<file path="src/rtl/axi_mmio_arbiter.sv">
// Two-master AXI4-Lite arbiter in front of the MMIO controller: one outstanding
// transaction at a time, round-robin between masters, DECERR for off-window addresses.
module axi_mmio_arbiter #(
    parameter logic [15:0] MMIO_BASE = 16'h4600
) (
    input  logic        aclk,
    input  logic        arst,
    input  logic [31:0] S0_AXI_awaddr,
    input  logic [2:0]  S0_AXI_awprot,
    input  logic        S0_AXI_awvalid,
    output logic        S0_AXI_awready,
    input  logic [31:0] S0_AXI_wdata,
    input  logic [3:0]  S0_AXI_wstrb,
    input  logic        S0_AXI_wvalid,
    output logic        S0_AXI_wready,
    output logic [1:0]  S0_AXI_bresp,
    output logic        S0_AXI_bvalid,
    input  logic        S0_AXI_bready,
    input  logic [31:0] S0_AXI_araddr,
    input  logic [2:0]  S0_AXI_arprot,
    input  logic        S0_AXI_arvalid,
    output logic        S0_AXI_arready,
    output logic [31:0] S0_AXI_rdata,
    output logic [1:0]  S0_AXI_rresp,
    output logic        S0_AXI_rvalid,
    input  logic        S0_AXI_rready,
    input  logic [31:0] S1_AXI_awaddr,
    input  logic [2:0]  S1_AXI_awprot,
    input  logic        S1_AXI_awvalid,
    output logic        S1_AXI_awready,
    input  logic [31:0] S1_AXI_wdata,
    input  logic [3:0]  S1_AXI_wstrb,
    input  logic        S1_AXI_wvalid,
    output logic        S1_AXI_wready,
    output logic [1:0]  S1_AXI_bresp,
    output logic        S1_AXI_bvalid,
    input  logic        S1_AXI_bready,
    input  logic [31:0] S1_AXI_araddr,
    input  logic [2:0]  S1_AXI_arprot,
    input  logic        S1_AXI_arvalid,
    output logic        S1_AXI_arready,
    output logic [31:0] S1_AXI_rdata,
    output logic [1:0]  S1_AXI_rresp,
    output logic        S1_AXI_rvalid,
    input  logic        S1_AXI_rready,
    output logic [31:0] M_AXI_awaddr,
    output logic [2:0]  M_AXI_awprot,
    output logic        M_AXI_awvalid,
    input  logic        M_AXI_awready,
    output logic [31:0] M_AXI_wdata,
    output logic [3:0]  M_AXI_wstrb,
    output logic        M_AXI_wvalid,
    input  logic        M_AXI_wready,
    input  logic [1:0]  M_AXI_bresp,
    input  logic        M_AXI_bvalid,
    output logic        M_AXI_bready,
    output logic [31:0] M_AXI_araddr,
    output logic [2:0]  M_AXI_arprot,
    output logic        M_AXI_arvalid,
    input  logic        M_AXI_arready,
    input  logic [31:0] M_AXI_rdata,
    input  logic [1:0]  M_AXI_rresp,
    input  logic        M_AXI_rvalid,
    output logic        M_AXI_rready,
    output logic        busy,
    output logic        grant_id
);

    localparam logic [1:0] RESP_OKAY   = 2'b00;
    localparam logic [1:0] RESP_DECERR = 2'b11;

    typedef enum logic [2:0] {IDLE, WR_ADDR, WR_DATA, WR_RESP, RD_ADDR, RD_RESP} state_t;

    state_t      r_state, cur_state, nxt_state;
    logic        r_grant, r_last, r_err;
    logic        req0, req1, arb_gnt, arb_wr;
    logic [15:0] arb_hi;

    // Channels of the granted master
    logic [31:0] g_awaddr, g_wdata, g_araddr, g_rdata;
    logic [2:0]  g_awprot, g_arprot;
    logic [3:0]  g_wstrb;
    logic [1:0]  g_bresp, g_rresp;
    logic        g_awvalid, g_wvalid, g_bready, g_arvalid, g_rready;
    logic        g_awready, g_wready, g_bvalid, g_arready, g_rvalid;

    // Reset forces every output to its idle value even before the edge.
    assign cur_state = arst ? IDLE : r_state;

    assign req0    = S0_AXI_awvalid | S0_AXI_arvalid;
    assign req1    = S1_AXI_awvalid | S1_AXI_arvalid;
    assign arb_gnt = (req0 & req1) ? ~r_last : req1;
    assign arb_wr  = arb_gnt ? S1_AXI_awvalid : S0_AXI_awvalid;
    assign arb_hi  = arb_wr ? (arb_gnt ? S1_AXI_awaddr[31:16] : S0_AXI_awaddr[31:16])
                            : (arb_gnt ? S1_AXI_araddr[31:16] : S0_AXI_araddr[31:16]);

    assign g_awaddr  = r_grant ? S1_AXI_awaddr  : S0_AXI_awaddr;
    assign g_awprot  = r_grant ? S1_AXI_awprot  : S0_AXI_awprot;
    assign g_awvalid = r_grant ? S1_AXI_awvalid : S0_AXI_awvalid;
    assign g_wdata   = r_grant ? S1_AXI_wdata   : S0_AXI_wdata;
    assign g_wstrb   = r_grant ? S1_AXI_wstrb   : S0_AXI_wstrb;
    assign g_wvalid  = r_grant ? S1_AXI_wvalid  : S0_AXI_wvalid;
    assign g_bready  = r_grant ? S1_AXI_bready  : S0_AXI_bready;
    assign g_araddr  = r_grant ? S1_AXI_araddr  : S0_AXI_araddr;
    assign g_arprot  = r_grant ? S1_AXI_arprot  : S0_AXI_arprot;
    assign g_arvalid = r_grant ? S1_AXI_arvalid : S0_AXI_arvalid;
    assign g_rready  = r_grant ? S1_AXI_rready  : S0_AXI_rready;

    always_ff @(posedge aclk) begin
        if (arst) begin
            r_state <= IDLE;
            r_grant <= 1'b0;
            r_last  <= 1'b1;
            r_err   <= 1'b0;
        end else begin
            r_state <= nxt_state;
            if (r_state == IDLE && (req0 | req1)) begin
                r_grant <= arb_gnt;
                r_err   <= (arb_hi != MMIO_BASE);
            end
            if (r_state != IDLE && nxt_state == IDLE)
                r_last <= r_grant;
        end
    end

    always_comb begin
        nxt_state     = cur_state;
        M_AXI_awaddr  = '0;
        M_AXI_awprot  = '0;
        M_AXI_awvalid = 1'b0;
        M_AXI_wdata   = '0;
        M_AXI_wstrb   = '0;
        M_AXI_wvalid  = 1'b0;
        M_AXI_bready  = 1'b0;
        M_AXI_araddr  = '0;
        M_AXI_arprot  = '0;
        M_AXI_arvalid = 1'b0;
        M_AXI_rready  = 1'b0;
        g_awready     = 1'b0;
        g_wready      = 1'b0;
        g_bvalid      = 1'b0;
        g_bresp       = RESP_OKAY;
        g_arready     = 1'b0;
        g_rvalid      = 1'b0;
        g_rresp       = RESP_OKAY;
        g_rdata       = '0;
        case (cur_state)
            IDLE: begin
                if (req0 | req1)
                    nxt_state = arb_wr ? WR_ADDR : RD_ADDR;
            end
            WR_ADDR: begin
                if (r_err) begin
                    g_awready = 1'b1;
                end else begin
                    M_AXI_awaddr  = g_awaddr;
                    M_AXI_awprot  = g_awprot;
                    M_AXI_awvalid = g_awvalid;
                    g_awready     = M_AXI_awready;
                end
                if (g_awvalid & g_awready) nxt_state = WR_DATA;
            end
            WR_DATA: begin
                if (r_err) begin
                    g_wready = 1'b1;
                end else begin
                    M_AXI_wdata  = g_wdata;
                    M_AXI_wstrb  = g_wstrb;
                    M_AXI_wvalid = g_wvalid;
                    g_wready     = M_AXI_wready;
                end
                if (g_wvalid & g_wready) nxt_state = WR_RESP;
            end
            WR_RESP: begin
                if (r_err) begin
                    g_bvalid = 1'b1;
                    g_bresp  = RESP_DECERR;
                end else begin
                    M_AXI_bready = g_bready;
                    g_bvalid     = M_AXI_bvalid;
                    g_bresp      = M_AXI_bresp;
                end
                if (g_bvalid & g_bready) nxt_state = IDLE;
            end
            RD_ADDR: begin
                if (r_err) begin
                    g_arready = 1'b1;
                end else begin
                    M_AXI_araddr  = g_araddr;
                    M_AXI_arprot  = g_arprot;
                    M_AXI_arvalid = g_arvalid;
                    g_arready     = M_AXI_arready;
                end
                if (g_arvalid & g_arready) nxt_state = RD_RESP;
            end
            RD_RESP: begin
                if (r_err) begin
                    g_rvalid = 1'b1;
                    g_rresp  = RESP_DECERR;
                end else begin
                    M_AXI_rready = g_rready;
                    g_rvalid     = M_AXI_rvalid;
                    g_rresp      = M_AXI_rresp;
                    g_rdata      = M_AXI_rdata;
                end
                if (g_rvalid & g_rready) nxt_state = IDLE;
            end
            default: nxt_state = IDLE;
        endcase
    end

    // Route the granted responses back; the other master sees all zeros.
    assign S0_AXI_awready = g_awready & ~r_grant;
    assign S0_AXI_wready  = g_wready  & ~r_grant;
    assign S0_AXI_bvalid  = g_bvalid  & ~r_grant;
    assign S0_AXI_bresp   = r_grant ? RESP_OKAY : g_bresp;
    assign S0_AXI_arready = g_arready & ~r_grant;
    assign S0_AXI_rvalid  = g_rvalid  & ~r_grant;
    assign S0_AXI_rresp   = r_grant ? RESP_OKAY : g_rresp;
    assign S0_AXI_rdata   = r_grant ? '0 : g_rdata;
    assign S1_AXI_awready = g_awready & r_grant;
    assign S1_AXI_wready  = g_wready  & r_grant;
    assign S1_AXI_bvalid  = g_bvalid  & r_grant;
    assign S1_AXI_bresp   = r_grant ? g_bresp : RESP_OKAY;
    assign S1_AXI_arready = g_arready & r_grant;
    assign S1_AXI_rvalid  = g_rvalid  & r_grant;
    assign S1_AXI_rresp   = r_grant ? g_rresp : RESP_OKAY;
    assign S1_AXI_rdata   = r_grant ? g_rdata : '0;

    assign busy     = (cur_state != IDLE);
    assign grant_id = r_grant & ~arst;

endmodule

</file>
<file path="config.mk">
export PLATFORM = sky130hd
export DESIGN_NAME = axi_mmio_arbiter
export DESIGN_NICKNAME = d
export VERILOG_FILES = /design/src/rtl/axi_mmio_arbiter.sv
export SDC_FILE = /design/constraint.sdc
export NUM_CORES = 1
export LEC_CHECK = 0
export CORE_AREA = 4 4 178 180
export CTS_BUF_LIST = sky130_fd_sc_hd__clkbuf_8
export CTS_CLUSTER_DIAMETER = 100
export DETAILED_ROUTE_END_ITERATION = 12
export DIE_AREA = 0 0 182 184
export PLACE_DENSITY = 0.42
export SYNTH_ARGS = -nofsm -noshare
export SYNTH_HDL_FRONTEND = slang
export SYNTH_SLANG_ARGS = --single-unit
</file>
<file path="constraint.sdc">
create_clock -name aclk -period 1.7 [get_ports aclk]
set_input_delay 0.17 -clock aclk [delete_from_list [all_inputs] [get_ports aclk]]
set_output_delay 0.17 -clock aclk [all_outputs]
set_load 0.02 [all_outputs]
</file>
==> metrics, run 1 <==
status=complete, but fails checks; failing checks=setup timing; Worst Path Max Fanout=8; fin crit period=around 1900 ps; I/O pins=460; Synth area leader=mux2i_1; DRC=0; antenna-violating nets left=0; actual slew at the worst max-slew pin=around 420 ps; total gr overflow=0; Switch Pwr=1.305 mW; final cell count without fillers=about 1400; Tightest Hold Check Type=flip-flop to flip-flop; area share of the largest cell type after synthesis=38.57%; DRT iter0 DRCs=74; antenna violations before repair=1; first-pass GRT wire length=34.87 mm; vias per inst=about 3.8; max-cap violations=0; Synth async-reset ratio=0%; core footprint=~30000 um^2; reg-to-reg slack, setup=-210 ps; worst skew pair latency=~220 ps; Crit. Startpoint=r_state[1]; placed wire-length estimate=20.81 mm; clock buffer depth=2; Die W=about 180 um; die area=33490 um^2; Worst EP required=about 1500 ps; placed cell count=~1400; fin nets=about 1300; Yosys warning count=0; TNS Setup=-20980 ps; CP Launch Type=flip-flop; routed len/inst=roughly 18 um; share of cells above drive strength 1=a little over half; Rows=64; PwrDens=~320 nW/um^2; RSZ-0062 raised after global routing=yes; CP most frequent cell=buf_6; clk slew on worst S/H paths=approximately 40 ps; area grow syn2layout=260.1%; clock power share=under 10%; crit-path leading delay family=simple AND/OR/NAND/NOR gates; switching share of total power=approximately two fifths; TritonRoute pass-1 iters=4; CP Class=flip-flop to primary output; CTS tree=built; vias in the first global route=5525; Logic pwr share=86.9%; most frequent cells after synthesis=nor2_1 (148), mux2i_1 (112), and2_1 (65), clkbuf_1 (17), buf_2 (10); most common cell in the synthesized netlist=nor2_1; R2R depth=9; WP buf/inv=4; Fill cells=3193; Setup crit end kind=primary output; crit-path cells=nor3_2 -> buf_4 -> nand3_4 -> nor2_4 -> buf_6 -> buf_8 -> and2_4 -> buf_6; period utilization=114.0%; CTS root buf=clkbuf_8; CTS Sinks=6; Setup-failing EPs final=159; Fmax achieved=515.9 MHz; Mean Syn Cell Area=6.502 um^2; most common flop cell mapped by yosys=dfxtp_1; area occupied by multi-input gates=roughly 3600 um^2; CP Data Arrival Time=around 1800 ps; Starting Density=about a tenth; dpl ws=-746.9 ps; relative slew slack=between 70% and 80%; R2R Path Start=r_state[0]; largest net degree at the start of global routing=33; Pleak=~4.2 nW; Worst path slowest cell=dfxtp_4; TritonCTS Buffers=3; FF/Latch Area=between 100 and 150 um^2; syn_nets=between 700 and 800; Post-synth EDFFs=0; Final Wtd Congestion=around 0.81; peak supply drop=between 0.2 and 0.25 mV; worst hold stages=2; sequential share of the synthesized area=approximately 4.1%; Tot GR Track Use=13.35%; worst reg2reg endpoint=r_last; via count=around 5500; sequential share of power=about 6.5%; drt total wl=between 20 and 30 mm; worst clock skew=approximately 3.7 ps; setup ws final=-238.2 ps; Final Hold Viols=0; synthesized instance count=approximately 450; Max H-tree Level=1; crit-path max cell delay=350 ps; Worst Hold End=r_last; chip height=around 180 um; Worst Min Path Start=r_last; post-synth design cell area=approximately 2900 um^2; Port Buffers=459; Yosys cell types=45; flop and latch count out of synthesis=6; P_int=around 2 mW; Synth area leaders=mux2i_1 (39%), nor2_1 (19%), and2_1 (14%), dfxtp_1 (4.1%), clkbuf_1 (2.2%); pins over their slew limit=0
-- flip-flops by register name, indices dropped and copies added, names as in the netlist --
name,count
r_err,1
r_grant,1
r_last,1
r_state,3
-- worst max-delay path by stage --
stage | end | depth (start not counted)
detailed placement | S1_AXI_rdata[10] | 8
CTS | M_AXI_awaddr[13] | 6
finish | S0_AXI_rdata[20] | 8
global route | S0_AXI_rdata[20] | 8
floorplan | M_AXI_awaddr[10] | 6
global placement | S0_AXI_rdata[30] | 8
-- repair_timing --
action	4_1_cts	5_1_grt
hold buffers	0	0
pin swaps	10	54
setup buffers	20	12
setup endpoints to repair	197	185
resized for setup	836	382
cloned	5	9
-- layout by cell type (no fill, tap or decap), types with 6 or more instances in the layout --
master           netlist  routed
clkbuf_16              0       8
buf_4                  2     179
buf_2                 10      21
and2_4                 0      33
nor2_2                 0      11
clkdlybuf4s50_1        0     258
buf_6                  1     100
nor2_1               148      66
dlygate4sd2_1          0       6
nand2_1                9       8
nor2_4                 0      71
mux2i_2                0       9
mux2i_4                0      12
and2_2                 0      30
clkdlybuf4s15_2        0       8
mux2i_1              112      91
buf_16                 0       6
a21oi_1                6       6
buf_12                 0      21
-- metrics by stage --
stage	area (um^2)	total power, mW	util (%)	hold slack, ps
3_5_place_dp	9155	2.551	30.33	555.1
5_1_grt	10470	3.499	34.67	624.5
6_report	10470	3.302	34.67	569.0
4_1_cts	9368	2.990	31.03	563.0
2_1_floorplan	3241	1.114	-	374.3
3_3_place_gp	9155	2.559	30.33	557.2
-- per-layer routing --
layer,GRT usage [%],wire length [um]
met1,15.52,10070
met5,0,0
met2,25.33,13750
met4,2.912,371
met3,2.552,1729
-- power groups by stage --
stage | Combinational [mW] | Sequential [mW] | Clock [mW]
floorplan | 0.927 | 0.187 | 0
global placement | 2.35 | 0.205 | 0
detailed placement | 2.35 | 0.205 | 0
CTS | 2.55 | 0.212 | 0.224
global route | 3.05 | 0.219 | 0.232
finish | 2.87 | 0.213 | 0.220
-- logic make-up (layout without fill, tap and decap cells) --
| logic type | after synthesis | after routing | share of synthesized area, % |
|---|---|---|---|
| compound gates | 30 | 30 | 6.845 |
| mux | 112 | 112 | 38.57 |
| other cells | 0 | 1 | 0 |
| simple gates | 261 | 261 | 44.60 |
| flops | 6 | 6 | 4.133 |
| buf+inv | 38 | 621 | 5.854 |
-- area by class of cell --
cell class / count / share of cell area [%]
diodes: 1 / 0.02391
clock inverters: 1 / 0.03586
inverters: 4 / 0.1435
clock buffers: 3 / 0.3945
well taps: 396 / 4.734
flip-flops and latches: 6 / 1.255
multi-input cells: 403 / 34.52
repair buffers: 613 / 58.89
-- worst register-to-register path, stage by stage (launching register included) --
cell	delay (ps)
dfxtp_2	330
nor2b_4	140
nand2b_1	70
buf_4	140
buf_6	110
or3_4	380
buf_4	150
o21ai_2	120
and4bb_1	240
mux2i_1	120
(Power assumes the default switching activity.)
==> inputs of run 2 (changes only) <==
Settings changed: CELL_PAD_IN_SITES_DETAIL_PLACEMENT set to 0, CELL_PAD_IN_SITES_GLOBAL_PLACEMENT set to 1, CORE_AREA 4 4 178 180 to 4 4 176 178, DIE_AREA 0 0 182 184 to 0 0 180 182, PLACE_DENSITY 0.42 to 0.68, TNS_END_PERCENT set to 5.
Clock period 1.7 ns to 1.6 ns, I/O delays scaled along.
==> run 2 against run 1 <==
The run still ends with setup timing left. Power down 4.9%. Global-route usage down 0.57 points. Wire length down 10%. Sequential share of layout area up 0.13 points. Non-clock buffer count down 36. Core utilization down 1.8 points. Die area down 2.2%. Cell count down 3.0%. Critical path depth down 1. Clock skew up 1.3 ps. First-iteration DRC count up 28%. Count of clock-buffer cells in the layout unchanged. Critical path type unchanged. Highest routed layer unchanged.
==> metrics, run 2 (same netlist as run 1, synthesis figures left out) <==
max FFs per register=3 (unchanged); Fmax achieved=approximately 520 MHz; area grow syn2layout=232.4% (was 260.1%); worst skew pair latency=230 ps (was 220 ps); Worst EP required=1440 ps (was 1530 ps); status=complete, but fails checks (unchanged); Port Buffers=459 (unchanged); placed cell areas=9024 um^2 (was 9155 um^2); TritonCTS Buffers=3 (unchanged); antenna-violating nets left=0 (unchanged); crit-path max cell delay=450 ps (was 350 ps); CTS root buf=clkbuf_8 (unchanged); vias per inst=3.806 (was 3.837); Worst Path Max Fanout=8 (unchanged); Tightest Hold Check Type=input pin to flip-flop (was flip-flop to flip-flop); TritonRoute pass-1 iters=4 (unchanged); Die W=180 um (was 182 um); DRT iter0 DRCs=95 (was 74); vias in the first global route=5505 (was 5525); total gr overflow=0 (unchanged); WHS=551.4 ps (was 569.0 ps); DRC=0 (unchanged); WP buf/inv=3 (was 4); CP Data Arrival Time=1770 ps (about the same); ANT cells=0 (was 1); setup ws final=-328.6 ps (was -238.2 ps); clk slew on worst S/H paths=40 ps (about the same); Tot GR Track Use=12.78% (was 13.35%); Worst path slowest cell=or3_4 (was dfxtp_4); period utilization=120.5%; routed len/inst=16.84 um (was 18.16 um); Pleak=3.962 nW (was 4.239 nW); first-pass GRT wire length=33.18 mm (was 34.87 mm); CTS Sinks=6 (unchanged); most common cell after layout, fill and taps aside=clkdlybuf4s50_1 (unchanged); CP most frequent cell=buf_6 (unchanged); CP Class=flip-flop to primary output (unchanged); antenna violations before repair=0 (was 1); Fill cells=3093 (was 3193); peak supply drop=0.1742 mV (was 0.2259 mV); Max H-tree Level=1 (unchanged); Setup crit end kind=primary output (unchanged); most frequent cells in the layout=clkdlybuf4s50_1 (262), buf_4 (170), mux2i_1 (106) (was clkdlybuf4s50_1 (258), buf_4 (179), buf_6 (100)); Rows=63 (was 64); Starting Density=9.886% (was 9.628%); fin crit period=about 1900 ps; CTS tree=built (unchanged); Final Wtd Congestion=0.8394 (was 0.8080); core footprint=29400 um^2 (was 30190 um^2); worst clock skew=4.977 ps (was 3.708 ps); clock buffer depth=2 (unchanged); I/O pins=460 (unchanged); share of cells above drive strength 1=48.89% (was 53.20%); failing checks=setup timing (unchanged); fin nets=1260 (was 1296); max-cap violations=0 (unchanged); pins over their slew limit=0 (unchanged); placed wire-length estimate=19.72 mm (was 20.81 mm); chip height=182 um (was 184 um); crit-path leading delay family=simple AND/OR/NAND/NOR gates (unchanged); via count=5267 (was 5476); Hold-fix buffers, CTS=0 (unchanged); actual slew at the worst max-slew pin=439.3 ps (was 420.7 ps); RSZ-0062 raised after global routing=yes (unchanged); fin area=9661 um^2 (was 10470 um^2); largest net degree at the start of global routing=40 (was 33); die area=32760 um^2 (was 33490 um^2); crit-path cells=nor2b_4 -> nand2b_1 -> or3_4 -> buf_6 -> buf_16 -> nor2_4 -> buf_6 (was nor3_2 -> buf_4 -> nand3_4 -> nor2_4 -> buf_6 -> buf_8 -> and2_4 -> buf_6); Setup-failing EPs final=165 (was 159); Reg with most FFs=r_state (unchanged); drt total wl=23.31 mm (was 25.91 mm); Final Hold Viols=0 (unchanged); relative slew slack=70.31% (was 71.15%); PwrDens=325.2 nW/um^2 (was 315.5 nW/um^2); CP Launch Type=flip-flop (unchanged)
## run 2: area by class of cell
type	instances	area, um^2	share of cell area (%)
flip-flops and latches	6	133.9	1.386
clock inverters	1	3.754	0.03886
multi-input cells	403	3337	34.54
repair buffers	577	5642	58.40
clock buffers	3	41.29	0.4274
inverters	4	15.01	0.1554
well taps	390	488.0	5.051
## run 2: metal layers
layer  part of all wire (%)  track usage [%]  wire [um]
met1                     41            15.50       9518
met2                     52            23.97      12110
met5                      0                0          0
met3                    5.7            2.524       1334
met4                    1.5            1.524        341
## run 2: repair_timing
| item | CTS | global route |
|---|---|---|
| gates cloned | 4 | 3 |
| gates resized for setup | 536 | 576 |
| endpoints found under the setup margin | 200 | 200 |
| buffers inserted | 7 | 2 |
| hold endpoints to repair | 0 | 0 |
| pin swaps | 10 | 30 |
## run 2: worst reg2reg max path, stage by stage, from the launching register on
cell	delay [ps]
dfxtp_4	460
buf_4	220
mux2i_2	260
nor2_1	90
a211oi_1	280
nor3_2	90
and4bb_1	210
mux2i_1	120
## run 2: path summary, 6_finish.rpt
check             start               end  slack [ps]  cells past startpoint
max          r_state[0]  M_AXI_awaddr[10]        -330                      7
min                arst           r_grant         550                      3
max reg2reg     r_grant            r_last        -240                      7
min reg2reg      r_last            r_last         560                      2
## run 2: where the power goes
part | internal (mW) | switching [mW] | total [mW]
Sequential | 0.178 | 0.0407 | 0.218
Clock | 0.165 | 0.0728 | 0.238
Combinational | 1.54 | 1.15 | 2.69
Total | 1.88 | 1.26 | 3.14
## run 2: stage by stage
stage / TNS (ps) / cells / utilization (%) / power, mW / setup slack, ps
after floorplan: -623.2 / 447 / - / 1.201 / -12.48
after global placement: -142550 / 1364 / 30.69 / 2.658 / -865.3
after detailed placement: -142920 / 1364 / 30.69 / 2.665 / -886.1
after CTS: -60120 / 1379 / 30.91 / 2.918 / -389.6
after global routing: -45170 / 1384 / 32.86 / 3.347 / -423.0
final: -28910 / 1384 / 32.86 / 3.142 / -328.6
==> RTL edit 1, RTL diff (flow settings as in run 2) <==
The 6 states of `state_t` get a Gray code encoding in 3 bits.
--- a/src/rtl/axi_mmio_arbiter.sv
+++ b/src/rtl/axi_mmio_arbiter.sv
@@ -70,5 +70,5 @@
     localparam logic [1:0] RESP_DECERR = 2'b11;
 
-    typedef enum logic [2:0] {IDLE, WR_ADDR, WR_DATA, WR_RESP, RD_ADDR, RD_RESP} state_t;
+    typedef enum logic [2:0] {IDLE = 3'b000, WR_ADDR = 3'b001, WR_DATA = 3'b011, WR_RESP = 3'b010, RD_ADDR = 3'b110, RD_RESP = 3'b111} state_t;
 
     state_t      r_state, cur_state, nxt_state;
Behaviour: no difference found for any inputs over 10 cycles, from zero or initial values and one cycle with arst high; not proved beyond that.
==> RTL edit 1 against run 2 <==
Design area fell by 0.19%. Sequential cell count did not move. The run still ends with negative setup slack left. Global-route usage rose by 0.66 points. Worst hold slack got worse by 0.0024 ns. Synthesized area fell by 1.3%. Count of clock-buffer cells in the layout did not move. Worst setup slack improved by 0.15 ns. First-iteration DRC count rose by 45%. Critical path depth fell by 2. Routed wire length rose by 6.5%. Non-clock buffer count fell by 6. Power fell by 14%.
==> RTL edit 1: results (changes against run 2) <==
status finished, violations left (unchanged); failing checks negative setup slack (unchanged); multi-input logic area 3250 um2 (was 3340 um2); max reg flops 3 (unchanged); PortBufs 459 (unchanged); pin count of the biggest net entering global routing 37 (was 40); H-tree Lvls 1 (unchanged); via count 5300 (was 5267); Wirelength per Cell 18.0 um (was 16.8 um); R2R setup slack -0.17 ns (was -0.24 ns); sequential share of the synthesized area 0.0419 (was 0.0413); gpl congestion 0.892 (was 0.839); post-synthesis mux area share 0.387 (was 0.386); Clock Pin Slew Worst Setup and Hold Paths 0.04 ns (about the same); syn_nets 712 (unchanged); TritonCTS Buffers 3 (unchanged); Synth area leaders mux2i_1 (39%), nor2_1 (20%), and2_1 (14%), dfxtp_1 (4.2%), clkbuf_1 (2.4%) (was mux2i_1 (39%), nor2_1 (19%), and2_1 (14%), dfxtp_1 (4.1%), clkbuf_1 (2.2%)); reg2reg start r_state[0] (was r_grant); Sum Neg Setup Slack -19.05 ns (was -28.91 ns); GRT Overall Usage 0.134 (was 0.128); Synth Warn # 0 (unchanged); clock root cell clkbuf_8 (unchanged); max_slew headroom 0.688 (was 0.703); initial antenna violation count 0 (unchanged); layout cells sized above 1 0.484 (was 0.489); detailed placer's ending HPWL 19.7 mm (about the same); Iter 0 DRT Violations 138 (was 95); Clock Power Share 0.088 (was 0.076); Worst Clk Skew 0.00562 ns (was 0.00498 ns); crit-path max cell delay 0.47 ns (was 0.45 ns); Synth top cells by count nor2_1 (151), mux2i_1 (111), and2_1 (65) (was nor2_1 (148), mux2i_1 (112), and2_1 (65)); clock buffer depth 2 (unchanged); critical path launch point r_grant (was r_state[0]); Switching Share 0.376 (was 0.401); worst vdd ir 197 uV (was 174 uV); # fillers 3071 (was 3093); Slowest-stage cell, CP dfxtp_4 (was or3_4); vias in the first global route 5514 (was 5505); crit path max fanout 16 (was 8); drt pass-1 iters 4 (unchanged); pre-CTS WS -0.915 ns (was -0.886 ns); Gate power share 0.834 (was 0.855); crit path DAT 1.62 ns (was 1.77 ns); Synth Area in Adders 0 (unchanged); first-pass GRT wire length 34.7 mm (was 33.2 mm); Netlist cell types 40 (was 45); Synth Area in Compound Gates 0.0632 (was 0.0684); leakage 3.91 nW (was 3.96 nW); XOR/XNOR Fraction of Synth Area 0 (unchanged); Nets 1252 (was 1260); Worst Hold Launch arst (unchanged); Async SR Flop Fraction 0 (unchanged); final setup fails 183 (was 165); Setup WS post-layout -0.182 ns (was -0.329 ns)
RTL edit 1: area by class of cell:
class	instances	share of cell area
repair buffers	571	0.592
multi-input cells	401	0.337
well taps	390	0.0506
flip-flops and latches	6	0.0139
clock buffers	3	0.00428
inverters	4	0.00156
clock inverters	1	0.000389
diodes	1	0.000260
RTL edit 1: worst paths after layout:
path,cells after the start,to
setup / recovery,5,M_AXI_arprot[1]
hold / removal,3,r_grant
setup reg to reg,8,r_last
hold reg to reg,3,r_err
RTL edit 1: worst max-delay path: cells and delay by family (launching register included):
| family | cells | cell delay (ns) |
|---|---|---|
| AND/OR/NAND/NOR | 1 | 0.04 |
| multiplexers | 1 | 0.20 |
| flip-flops | 1 | 0.47 |
| buffers and inverters | 3 | 0.67 |
RTL edit 1: metrics by stage:
| stage | total power [mW] | cells | instance area, um2 | hold WS (ns) |
|---|---|---|---|---|
| after floorplan | 0.901 | 447 | 2880 | 0.350 |
| after global placement | 2.14 | 1348 | 8540 | 0.661 |
| after detailed placement | 2.13 | 1348 | 8540 | 0.665 |
| after CTS | 2.53 | 1369 | 8560 | 0.515 |
| final | 2.69 | 1377 | 9640 | 0.549 |
| after global routing | 2.85 | 1376 | 9640 | 0.574 |
RTL edit 1: timing repair:
item / 4_1_cts / 5_1_grt
buffers inserted: 10 / 4
endpoints found under the setup margin: 197 / 198
cloned: 8 / 4
resized for setup: 938 / 325
hold buffers: 0 / 0
pin swaps: 15 / 40
RTL edit 1: routing by layer:
metal  routed length [um]  vias to the layer above  GRT usage
met3                 1580                       33     0.0347
met2                12800                      248      0.243
met4                  573                        0     0.0290
met5                    0                        -          0
li1                     -                     2608          -
met1                 9920                     2411      0.160
==> RTL edit 2, RTL diff (settings of run 2) <==
Without the edit above. Make the reset (`arst`) asynchronous in one clocked block.
--- a/src/rtl/axi_mmio_arbiter.sv
+++ b/src/rtl/axi_mmio_arbiter.sv
@@ -107,5 +107,5 @@
     assign g_rready  = r_grant ? S1_AXI_rready  : S0_AXI_rready;
 
-    always_ff @(posedge aclk) begin
+    always_ff @(posedge aclk or posedge arst) begin
         if (arst) begin
             r_state <= IDLE;
Check against the original RTL: same outputs for any inputs over 10 cycles, from zero or initial values and one cycle with arst high; that may be too few to reach the edited logic, so the function may still have changed.
==> RTL edit 2 against run 2 <==
The run still ends with negative setup slack left. Non-clock buffer count shrank 16. Synthesized area shrank 0.95%. First-iteration DRC count is 75% higher. Worst setup slack got worse by 0.15 ns. Synthesized cell count shrank 1.6%. Routed wire length grew 4.3%. Design area down 6.3%. Utilization shrank 2.1 points. Sequential cell count unchanged. Worst hold slack got worse by 0.33 ns. Critical path type is now reg -> reg. Largest cell class unchanged.
Power is not compared: it rests on default switching activity, and its combinational part moved more than twofold at a synthesized area within 25%.
==> RTL edit 2: results (changes against run 2) <==
status finished, violations left (unchanged); failing checks negative setup slack (unchanged); critical path launch point r_grant (was r_state[0]); Netlist cell types 41 (was 45); Nets 1236 (was 1260); placed cell area 8750 um2 (was 9020 um2); vias in the first global route 5504 (was 5505); bufs w/o clock 561 (was 577); final setup fails 197 (was 165); Post-CTS Setup Bufs 5 (was 7); multi-input logic area 3010 um2 (was 3340 um2); Routed WL 24.3 mm (was 23.3 mm); highest metal used met5 (was met4); Synth area leaders mux2i_1 (39%), nor2_1 (19%), and2_1 (14%), dfrtp_1 (4.3%), clkbuf_1 (2.9%) (was mux2i_1 (39%), nor2_1 (19%), and2_1 (14%), dfxtp_1 (4.1%), clkbuf_1 (2.2%)); M1 GR Usage 0.162 (was 0.155); top_reg_cell synth dfrtp_1 (was dfxtp_1); initial antenna violation count 1 (was 0); Worst Clk Skew 0.00353 ns (was 0.00498 ns); Mapped Cells 440 (was 447); fin area 9050 um2 (was 9660 um2); post-CTS sizing 889 (was 536); met2 wire length 12.5 mm (was 12.1 mm); layout cells sized above 1 0.382 (was 0.489); # fillers 3160 (was 3093); detailed placer's ending HPWL 20.6 mm (was 19.7 mm); clock-cell share of area 0.00498 (was 0.00466); syn_nets 705 (was 712); Non-clock buffer share 0.591 (was 0.584); multi-input gates 397 (was 403); met1 wire length 9.82 mm (was 9.52 mm); Iter 0 DRT Violations 166 (was 95); inverters 2 (was 4); GRT Overall Usage 0.134 (was 0.128); Setup WS post-layout -0.483 ns (was -0.329 ns); met3 usage 0.0292 (was 0.0252); crit path max fanout 7 (was 8); Seq/total area 0.0171 (was 0.0139); via count 5193 (was 5267); pin count of the biggest net entering global routing 34 (was 40); vias per cell 3.82 (was 3.81)
-- RTL edit 2: changes by cell type in the layout (fill, tap and decap cells not counted), sizes merged, moves of 3 or more --
| cell | delta |
|---|---|
| buf | -17 |
| dfxtp | -6 |
| dfrtp | +5 |
| nand3 | -5 |
| clkdlybuf4s15 | +4 |
| nand2b | +3 |
| nor2b | +3 |
| nor4 | +3 |
| nor4bb | -3 |
-- RTL edit 2: logic make-up (layout without fill, tap and decap cells) --
logic type,after synthesis,count (layout),share of synthesized area
buffers and inverters,37,567,0.0508
muxes,112,112,0.390
and+or+nand+nor,259,259,0.445
AOI/OAI and AO/OA,26,26,0.0613
DFF,6,6,0.0526
-- RTL edit 2: worst paths after layout --
| kind | to | depth (start not counted) |
|---|---|---|
| worst max-delay path | r_last | 7 |
| worst min-delay path | r_state[1] | 3 |
| worst max register to register | r_last | 7 |
| worst min register to register | r_last | 1 |
| max in group asynchronous | r_last | 3 |
| min in group aclk | r_state[1] | 2 |
